==> src/rtl/uart_cmd_parser_pkg.sv <==
// uart_cmd_pkg: command codes, FSM/error encodings and timeout counter sizing.
package uart_cmd_pkg;
  localparam logic [7:0] CMD_LOAD_A  = 8'h01;
  localparam logic [7:0] CMD_LOAD_B  = 8'h02;
  localparam logic [7:0] CMD_LOAD_OP = 8'h04;
  localparam logic [7:0] CMD_READ    = 8'h08;
  typedef enum logic [1:0] {IDLE, PAYLOAD, TX_START, TX_WAIT} state_e;
  typedef enum logic [1:0] {
    ERR_NONE    = 2'b00,
    ERR_BAD_CMD = 2'b01,
    ERR_TIMEOUT = 2'b10,
    ERR_OVERRUN = 2'b11
  } err_e;
  typedef enum logic [1:0] {TGT_A, TGT_B, TGT_OP} tgt_e;
  function automatic int cnt_width(input int cycles);
    return $clog2(cycles);
  endfunction
endpackage

==> src/rtl/uart_cmd_parser_if.sv <==
// uart_cmd_parser_if: byte stream, ALU and transmitter signals of the command parser.
interface uart_cmd_parser_if #(
  parameter int NB_DATA = 8,
  parameter int NB_OP   = 6
);
  logic [NB_DATA-1:0] i_rx_data;
  logic               i_rx_done;
  logic [NB_DATA-1:0] i_alu_result;
  logic               i_tx_done;
  logic [NB_DATA-1:0] o_data_a;
  logic [NB_DATA-1:0] o_data_b;
  logic [NB_OP-1:0]   o_op;
  logic               o_valid;
  logic               o_tx_start;
  logic [NB_DATA-1:0] o_tx_data;
  logic               o_err;
  logic [1:0]         o_err_code;
  modport master (
    output i_rx_data, i_rx_done, i_alu_result, i_tx_done,
    input  o_data_a, o_data_b, o_op, o_valid, o_tx_start, o_tx_data, o_err, o_err_code
  );
  modport slave (
    input  i_rx_data, i_rx_done, i_alu_result, i_tx_done,
    output o_data_a, o_data_b, o_op, o_valid, o_tx_start, o_tx_data, o_err, o_err_code
  );
endinterface

==> src/rtl/uart_cmd_parser_timeout_counter.sv <==
// cmd_timeout_counter: counts cycles while enabled; expired on the last allowed cycle.
module cmd_timeout_counter
  import uart_cmd_pkg::*;
#(
  parameter int TIMEOUT_CYCLES = 100000
) (
  input  logic clk,
  input  logic i_rst_n,
  input  logic clr,
  input  logic en,
  output logic expired
);
  localparam int CW = cnt_width(TIMEOUT_CYCLES);
  logic [CW-1:0] cnt_q, cnt_d;
  always_comb cnt_d = clr ? '0 : en ? cnt_q + CW'(1) : cnt_q;
  always_ff @(posedge clk or negedge i_rst_n)
    if (!i_rst_n) cnt_q <= '0;
    else cnt_q <= cnt_d;
  assign expired = cnt_q == CW'(TIMEOUT_CYCLES - 1);
endmodule

==> src/rtl/uart_cmd_parser.sv <==
// uart_cmd_parser: decodes header/payload byte frames into ALU operands and
// returns ALU results to the UART transmitter, flagging bad, late and overrun bytes.
module uart_cmd_parser
  import uart_cmd_pkg::*;
#(
  parameter int NB_DATA        = 8,
  parameter int NB_OP          = 6,
  parameter int TIMEOUT_CYCLES = 100000
) (
  input logic              clk,
  input logic              i_rst_n,
  uart_cmd_parser_if.slave bus
);
  state_e             state_q;
  tgt_e               tgt_q;
  err_e               err_code_q;
  logic [NB_DATA-1:0] a_q, b_q, tx_data_q;
  logic [NB_OP-1:0]   op_q;
  logic               valid_q, pend_q, tx_start_q, err_q, expired;
  logic               hdr_a, hdr_b, hdr_op, hdr_rd;
  assign hdr_a  = bus.i_rx_data == NB_DATA'(CMD_LOAD_A);
  assign hdr_b  = bus.i_rx_data == NB_DATA'(CMD_LOAD_B);
  assign hdr_op = bus.i_rx_data == NB_DATA'(CMD_LOAD_OP);
  assign hdr_rd = bus.i_rx_data == NB_DATA'(CMD_READ);
  cmd_timeout_counter #(.TIMEOUT_CYCLES(TIMEOUT_CYCLES)) u_timeout (
    .clk     (clk),
    .i_rst_n (i_rst_n),
    .clr     (state_q != PAYLOAD),
    .en      (state_q == PAYLOAD),
    .expired (expired)
  );
  // pend_q delays o_valid one cycle so it follows the visible o_op update
  always_ff @(posedge clk or negedge i_rst_n)
    if (!i_rst_n) begin
      state_q    <= IDLE;
      tgt_q      <= TGT_A;
      err_code_q <= ERR_NONE;
      a_q        <= '0;
      b_q        <= '0;
      op_q       <= '0;
      tx_data_q  <= '0;
      valid_q    <= 1'b0;
      pend_q     <= 1'b0;
      tx_start_q <= 1'b0;
      err_q      <= 1'b0;
    end else begin
      valid_q    <= pend_q;
      pend_q     <= 1'b0;
      tx_start_q <= 1'b0;
      err_q      <= 1'b0;
      case (state_q)
        IDLE: if (bus.i_rx_done) begin
          if (hdr_a || hdr_b || hdr_op) begin
            tgt_q   <= hdr_a ? TGT_A : hdr_b ? TGT_B : TGT_OP;
            state_q <= PAYLOAD;
          end else if (hdr_rd) begin
            tx_data_q  <= bus.i_alu_result;
            tx_start_q <= 1'b1;
            state_q    <= TX_START;
          end else begin
            err_q      <= 1'b1;
            err_code_q <= ERR_BAD_CMD;
          end
        end
        PAYLOAD: if (bus.i_rx_done) begin
          if (tgt_q == TGT_A) a_q <= bus.i_rx_data;
          if (tgt_q == TGT_B) b_q <= bus.i_rx_data;
          if (tgt_q == TGT_OP) op_q <= bus.i_rx_data[NB_OP-1:0];
          pend_q  <= tgt_q == TGT_OP;
          state_q <= IDLE;
        end else if (expired) begin
          err_q      <= 1'b1;
          err_code_q <= ERR_TIMEOUT;
          state_q    <= IDLE;
        end
        TX_START: begin
          if (bus.i_rx_done) begin
            err_q      <= 1'b1;
            err_code_q <= ERR_OVERRUN;
          end
          state_q <= TX_WAIT;
        end
        TX_WAIT: begin
          if (bus.i_rx_done) begin
            err_q      <= 1'b1;
            err_code_q <= ERR_OVERRUN;
          end
          if (bus.i_tx_done) state_q <= IDLE;
        end
      endcase
    end
  assign bus.o_data_a   = a_q;
  assign bus.o_data_b   = b_q;
  assign bus.o_op       = op_q;
  assign bus.o_valid    = valid_q;
  assign bus.o_tx_start = tx_start_q;
  assign bus.o_tx_data  = tx_data_q;
  assign bus.o_err      = err_q;
  assign bus.o_err_code = err_code_q;
endmodule

==> src/flat_wrapper.sv <==
// flat-port wrapper written by rule: the top's interface ports become plain ports
module uart_cmd_parser_flat import uart_cmd_pkg::*;
#(
  parameter int NB_DATA        = 8,
  parameter int NB_OP          = 6,
  parameter int TIMEOUT_CYCLES = 100000
)
  (clk, i_rst_n, bus_i_rx_data, bus_i_rx_done, bus_i_alu_result, bus_i_tx_done, bus_o_data_a, bus_o_data_b, bus_o_op, bus_o_valid, bus_o_tx_start, bus_o_tx_data, bus_o_err, bus_o_err_code);
  uart_cmd_parser_if #(.NB_DATA(NB_DATA), .NB_OP(NB_OP)) bus_i ();
  input logic clk;
  input logic i_rst_n;
  input wire logic [$bits(bus_i.i_rx_data)-1:0] bus_i_rx_data;
  input wire logic [$bits(bus_i.i_rx_done)-1:0] bus_i_rx_done;
  input wire logic [$bits(bus_i.i_alu_result)-1:0] bus_i_alu_result;
  input wire logic [$bits(bus_i.i_tx_done)-1:0] bus_i_tx_done;
  output wire logic [$bits(bus_i.o_data_a)-1:0] bus_o_data_a;
  output wire logic [$bits(bus_i.o_data_b)-1:0] bus_o_data_b;
  output wire logic [$bits(bus_i.o_op)-1:0] bus_o_op;
  output wire logic [$bits(bus_i.o_valid)-1:0] bus_o_valid;
  output wire logic [$bits(bus_i.o_tx_start)-1:0] bus_o_tx_start;
  output wire logic [$bits(bus_i.o_tx_data)-1:0] bus_o_tx_data;
  output wire logic [$bits(bus_i.o_err)-1:0] bus_o_err;
  output wire logic [$bits(bus_i.o_err_code)-1:0] bus_o_err_code;
  assign bus_i.i_rx_data = bus_i_rx_data;
  assign bus_i.i_rx_done = bus_i_rx_done;
  assign bus_i.i_alu_result = bus_i_alu_result;
  assign bus_i.i_tx_done = bus_i_tx_done;
  assign bus_o_data_a = bus_i.o_data_a;
  assign bus_o_data_b = bus_i.o_data_b;
  assign bus_o_op = bus_i.o_op;
  assign bus_o_valid = bus_i.o_valid;
  assign bus_o_tx_start = bus_i.o_tx_start;
  assign bus_o_tx_data = bus_i.o_tx_data;
  assign bus_o_err = bus_i.o_err;
  assign bus_o_err_code = bus_i.o_err_code;
  uart_cmd_parser #(.NB_DATA(NB_DATA), .NB_OP(NB_OP), .TIMEOUT_CYCLES(TIMEOUT_CYCLES)) u_core (.clk(clk), .i_rst_n(i_rst_n), .bus(bus_i));
endmodule
==> config.mk <==
export PLATFORM = sky130hd
export DESIGN_NAME = uart_cmd_parser_flat
export DESIGN_NICKNAME = d
export VERILOG_FILES = /design/src/rtl/uart_cmd_parser_pkg.sv /design/src/rtl/uart_cmd_parser_if.sv /design/src/rtl/uart_cmd_parser_timeout_counter.sv /design/src/rtl/uart_cmd_parser.sv /design/src/flat_wrapper.sv
export SDC_FILE = /design/constraint.sdc
export NUM_CORES = 1
export LEC_CHECK = 0
export BUFFER_PORTS_ARGS = -buffer_cell sky130_fd_sc_hd__buf_4
export CAP_MARGIN = 20
export CORE_MARGIN = 2
export CORE_UTILIZATION = 41
export CTS_CLUSTER_DIAMETER = 30
export DETAILED_ROUTE_END_ITERATION = 8
export PLACE_DENSITY = 0.71
export SYNTH_ARGS = -nofsm -noshare
export SYNTH_HDL_FRONTEND = slang
export SYNTH_SLANG_ARGS = --single-unit
==> constraint.sdc <==
create_clock -name clk -period 2.6 [get_ports clk]
set_input_delay 0 -clock clk [delete_from_list [all_inputs] [get_ports clk]]
set_output_delay 0 -clock clk [all_outputs]
set_load 0.05 [all_outputs]
==> impl_metrics.yaml, run 1 <==
outcome:
  outcome: "finished, final reports clean"
placement:
  dp_hpwl_um: 3370
  portBuffers: 54
  placedCellCount: 332
  globalplace.congestion: 0.767
yosys:
  synth.area.mux_share: 0.132
  synth_area_leader_cell: "dfrtp_1"
  yosysTopAreaCellShare: 0.575
  synth_seq_cells: 57
  ys.flop_type: "dfrtp_1"
  synth_fa_ha_area_frac: 0.00504
  synth_compound_area_frac: 0.0484
  synth-edff-count: 0
  synth_top_family_by_area: "simple AND/OR/NAND/NOR gates"
  netlist_instances: 212
  synthDistinctLibCells: 36
  syn_nets: 233
  synth.cell_area_um2: 2480
  synth_xor_area_frac: 0.0529
  synth_simple_gate_area_frac: 0.165
  yosysSeqAreaShare: 0.575
  postSynthAreaPerCell_um2: 11.7
  async_flop_share: 1.00
  yosys_warnings: 0
  yosys-top-cells-area: "dfrtp_1, mux2_2, xor2_1, nor2_1, a21oi_1"
clocking:
  cts_sinks: 57
  cts_tree: "built"
  clkLatencyLatePin_ps: 340
  cts.reportedPaths.clkPinSlew_ps: 70
  cts-root-buf: "clkbuf_8"
  post-cts-setup-buffers: 0
  h-tree-depth: 3
  cts_max_path_buffers: 2
  cts-buffers-inserted: 9
  hold_buffers: 19
  cts_resized: 0
drt:
  antenna_left: 0
  wl_per_cell_um: 14.0
  firstDrtPassIters: 4
  routed_wl_um: 5140
  num_vias: 1862
  drtIter0Drc: 45
  remaining_drc_errors: 0
  vias_per_cell: 5.07
grt:
  grt_pass1_vias: 1809
  antenna_found_initial: 0
  grt_pass1_wl_um: 8600
  grt_max_degree: 58
  grt_usage: 0.169
  grt_overflow: 0
final_layout:
  drive_above_1_share: 0.356
  antenna_cells: 0
  nFillCells: 505
  ff_latch_area_um2: 1430
  fin_nets: 308
  multi_input_area_um2: 1000
  area_delta_synth_final_pct: 34.9
  finalNonFillerCells: 367
timing:
  final.setup.tns_ps: 0
  slew_violations: 0
  hold_violations: 0
  worst_pin_slew_ps: 724
  setup_viol: 0
  period_minus_slack_ps: 2120
  worst_clock_skew_ps: 12.6
  maxSlewHeadroom: 0.517
  max_freq_mhz: 473
  rsz0062_at_grt: "no"
  finalCritPeriodShare: 0.814
setup_path:
  worst_setup_path_start_kind: "input pin"
  cp_max_fo: 8
  cp_data_arrival_time_ps: 2330
  path_class: "in2reg"
  critPathRequiredTime_ps: 2820
  end_kind: "flip-flop"
power_and_ir_drop:
  leakagePower_nw: 1.58
  power.density_nw_per_um2: 725
  vdd_drop_max_v: 0.000467
die:
  dieHeight_um: 81.8
  rows: 28
  die_w_um: 81.8
  start_util: 0.422
  die_area_um2: 6690
  ios: 55
  core_um2: 5890
worst_hold_path:
  hp-class: "in2async"
run:
  cap_violations: 0
cells in the mapped netlist (2+ instances only):
master    number
nor2_1        23
xnor2_1        5
nand2_1       10
nor4b_1        2
nor4_1         3
and3_1         6
mux2_2        29
or3_1          2
a21oi_1       11
clkbuf_1       8
dfrtp_1       57
nor3_1         5
o21ai_0        7
nand3_1       11
xor2_1        10
inv_1          3
placed cells by master (no fill, tap or decap), types with 6 or more instances in the layout:
master	instances
dfrtp_1	57
buf_4	55
mux2_2	29
nor2_1	23
dlygate4sd3_1	19
nand3_1	11
a21oi_1	11
clkbuf_8	11
xor2_1	10
nand2_1	10
o21ai_0	7
and3_1	6
per-layer routing:
metal  vias up  track usage  routed length [um]
met5         -            0                   0
met4         0       0.0483                  70
met3         8       0.0791                 392
met2        53        0.269                2470
met1       903        0.207                2210
li1        898            -                   -
layout make-up:
class                   count  area share
well taps                  75      0.0280
clock inverters             5      0.0187
repair buffers             74       0.180
inverters                   3     0.00336
clock buffers              11      0.0452
flip-flops and latches     57       0.426
multi-input cells         142       0.299
cell families (layout without fill, tap and decap cells):
kind of cell | Yosys count | after routing
simple gates | 75 | 75
flops | 57 | 57
fa+ha+maj | 1 | 1
mux | 29 | 29
compound gates | 22 | 22
xor+xnor | 15 | 15
buf+inv | 13 | 93
stage by stage:
step | setup slack (ps) | utilization | hold slack, ps | cell area (um^2) | power, mW
floorplan | 866 | - | -296 | 2480 | 1.36
global placement | 681 | 0.500 | 101 | 2940 | 1.54
detailed placement | 672 | 0.500 | 104 | 2940 | 1.54
CTS | 481 | 0.569 | 283 | 3350 | 2.45
global route | 308 | 0.569 | 339 | 3350 | 2.53
finish | 484 | 0.569 | 251 | 3350 | 2.43
power by group:
part | leakage (nW) | internal (mW) | switching (mW)
clock network | 0.102 | 0.499 | 0.379
logic | 0.710 | 0.184 | 0.354
registers | 0.768 | 0.959 | 0.0507
total | 1.58 | 1.64 | 0.784
path summary, 6_finish.rpt:
check | depth (start not counted) | end | slack, ps | start
worst max-delay path | 5 | u_core.bus.o_tx_data[7] | 480 | bus_i_rx_data[7]
worst min-delay path | 2 | u_core.u_timeout.cnt_q[14] | 250 | i_rst_n
worst max register to register | 5 | u_core.bus.o_err_code[0] | 650 | u_core.u_timeout.cnt_q[5]
worst min register to register | 0 | u_core.bus.o_valid | 350 | u_core.pend_q
max in group asynchronous | 2 | u_core.bus.o_valid | 1850 | i_rst_n
min in group clk | 0 | u_core.bus.o_valid | 350 | u_core.pend_q
flip-flops by register name, indices dropped and copies added, names as in the netlist:
| signal | cells |
|---|---|
| u_core.bus.o_data_a | 8 |
| u_core.bus.o_data_b | 8 |
| u_core.bus.o_err | 1 |
| u_core.bus.o_err_code | 2 |
| u_core.bus.o_op | 6 |
| u_core.bus.o_tx_data | 8 |
| u_core.bus.o_tx_start | 1 |
| u_core.bus.o_valid | 1 |
| u_core.pend_q | 1 |
| u_core.state_q | 2 |
| u_core.tgt_q | 2 |
| u_core.u_timeout.cnt_q | 17 |
worst max-delay path: stages:
cell,delay (ps)
dlygate4sd3_1,540
buf_4,140
or4_1,660
nor4_4,590
mux2_2,400
No activity file was read; power rests on OpenSTA's default activity.
==> inputs of run 2 (changes only) <==
--- a/config.mk
+++ b/config.mk
@@ -11,7 +11,7 @@
 export CORE_UTILIZATION = 41
 export CTS_CLUSTER_DIAMETER = 30
 export DETAILED_ROUTE_END_ITERATION = 8
-export PLACE_DENSITY = 0.71
+export PLACE_DENSITY = 0.74
 export SYNTH_ARGS = -nofsm -noshare
 export SYNTH_HDL_FRONTEND = slang
 export SYNTH_SLANG_ARGS = --single-unit
==> constraint.sdc (replaced) <==
create_clock -name clk -period 1.7 [get_ports clk]
set_input_delay 0 -clock clk [delete_from_list [all_inputs] [get_ports clk]]
set_output_delay 0 -clock clk [all_outputs]
set_load 0.05 [all_outputs]
==> run 2 against run 1 <==
  * Combinational power rose by 57%
  * Clock skew fell by 7.9 ps
  * Sequential cell count unchanged
  * Largest cell class unchanged
==> impl_metrics.yaml, run 2 (synthesized netlist as in run 1, its figures left out) <==
outcome:
  outcome: "finished, final reports clean"
placement:
  placedCellCount: 345
  dp_hpwl_um: 3520
  postPlaceCellArea_um2: 3050
  globalplace.congestion: 0.800
  portBuffers: 54
timing:
  hold_violations: 0
  rsz0062_at_grt: "no"
  finalCritPeriodShare: 0.947
  period_minus_slack_ps: 1610
  final.setup.tns_ps: 0
  max_freq_mhz: 621
  slew_violations: 0
  worst_clock_skew_ps: 4.64
  maxSlewHeadroom: 0.525
  setup_viol: 0
  worst_pin_slew_ps: 713
worst_hold_path:
  holdPathStages: 4
  holdPathEnd: "u_core.bus.o_tx_start"
  min_from: "bus_i_rx_data[5]"
  hp-class: "in2reg"
final_layout:
  final_cell_mix: "buf_4, dfrtp_1, mux2_2"
  postLayoutCoreUtil: 0.587
  largest_reg_flops: 17
  antenna_cells: 0
  area_delta_synth_final_pct: 39.2
  fin_nets: 322
  finalInstanceArea_um2: 3450
  drive_above_1_share: 0.403
  nFillCells: 507
  finalNonFillerCells: 380
  regMostFlops: "u_core.u_timeout.cnt_q"
  final_common_cell: "buf_4"
die:
  die_area_um2: 6690
  core_um2: 5890
  ios: 55
  die_w_um: 81.8
  rows: 28
  start_util: 0.422
  dieHeight_um: 81.8
clocking:
  cts_tree: "built"
  cts_sinks: 57
  clkLatencyLatePin_ps: 330
  cts-buffers-inserted: 9
  h-tree-depth: 3
  cts-root-buf: "clkbuf_8"
  cts_max_path_buffers: 2
  cts.reportedPaths.clkPinSlew_ps: 60
power_and_ir_drop:
  power.total_mw: 3.51
  leakagePower_nw: 1.65
  vdd_drop_max_v: 0.000728
  power.density_nw_per_um2: 1020
grt:
  grt_usage: 0.176
  grt_pass1_vias: 1898
  grt_max_degree: 58
  antenna_found_initial: 0
  grt_overflow: 0
  grt_pass1_wl_um: 8790
drt:
  remaining_drc_errors: 0
  wl_per_cell_um: 14.1
  antenna_left: 0
  routed_wl_um: 5360
  vias_per_cell: 5.00
  drtIter0Drc: 108
  firstDrtPassIters: 4
  num_vias: 1901
setup_path:
  path_class: "reg2reg"
  reg2reg_setup_slack_ps: 90
  critPathRequiredTime_ps: 1960
  cp_max_fo: 2
  reg2regPathDepth: 5
  rr_endpoint: "u_core.bus.o_err"
  worst_setup_path_start_kind: "flip-flop"
  r2r_start: "u_core.u_timeout.cnt_q[13]"
  cp_data_arrival_time_ps: 1860
  end_kind: "flip-flop"
run:
  cap_violations: 0
==> run 2: per-stage QoR <==
stage               hold WS, ps  setup WS (ps)
floorplan                  -296           7.98
global placement           96.5          -2.14
detailed placement          101          -77.4
CTS                        -101          -1.68
global route                188           8.91
finish                      175           90.8
==> run 2: where the power goes <==
part           internal, mW  leakage (nW)  switching, mW  total, mW
clock                 0.631        0.0980          0.500       1.13
sequential             1.47         0.767         0.0690       1.54
combinational         0.292         0.789          0.551      0.843
total                  2.39          1.65           1.12       3.51
==> run 2: critical path: stages (launching register included) <==
cell and delay, ps:
dfrtp_1 370, or4b_4 550, nor4_4 210, and3_1 230
nor2_1 50, a31oi_1 130
==> run 2: what timing repair did <==
action	4_1_cts	5_1_grt
endpoints found under the hold margin	91	1
gates resized for setup	2	5
hold buffers	18	1
pin swaps	5	2
buffers inserted	0	1
setup endpoints to repair	4	18
==> run 2: worst max-delay path by stage <==
stage,startpoint,endpoint,slack [ps],cells after the start
5_1_grt,u_core.u_timeout.cnt_q[1],u_core.u_timeout.cnt_q[16],9,6
4_1_cts,u_core.u_timeout.cnt_q[13],u_core.bus.o_err,-2,5
2_1_floorplan,u_core.u_timeout.cnt_q[5],u_core.bus.o_err,8,5
3_5_place_dp,u_core.u_timeout.cnt_q[5],u_core.bus.o_err_code[0],-80,5
3_3_place_gp,u_core.u_timeout.cnt_q[5],u_core.bus.o_err_code[0],-2,5
6_report,u_core.u_timeout.cnt_q[13],u_core.bus.o_err,90,5
==> run 2: area by class of cell <==
| cell class | count | area (um^2) | share of cell area |
|---|---|---|---|
| sequential | 57 | 1430 | 0.413 |
| inverter | 3 | 11.3 | 0.00326 |
| timing repair buffer | 88 | 708 | 0.205 |
| clock buffer | 12 | 165 | 0.0478 |
| tap | 75 | 93.8 | 0.0272 |
| clock inverter | 3 | 15.0 | 0.00435 |
| multi-input combinational | 142 | 1030 | 0.299 |
==> run 2: metal layers <==
| layer | GRT usage | wire (um) | up-vias |
|---|---|---|---|
| met5 | 0 | 0 | - |
| met3 | 0.0516 | 299 | 13 |
| met4 | 0.103 | 147 | 0 |
| met2 | 0.280 | 2670 | 48 |
| li1 | - | - | 921 |
| met1 | 0.211 | 2250 | 919 |
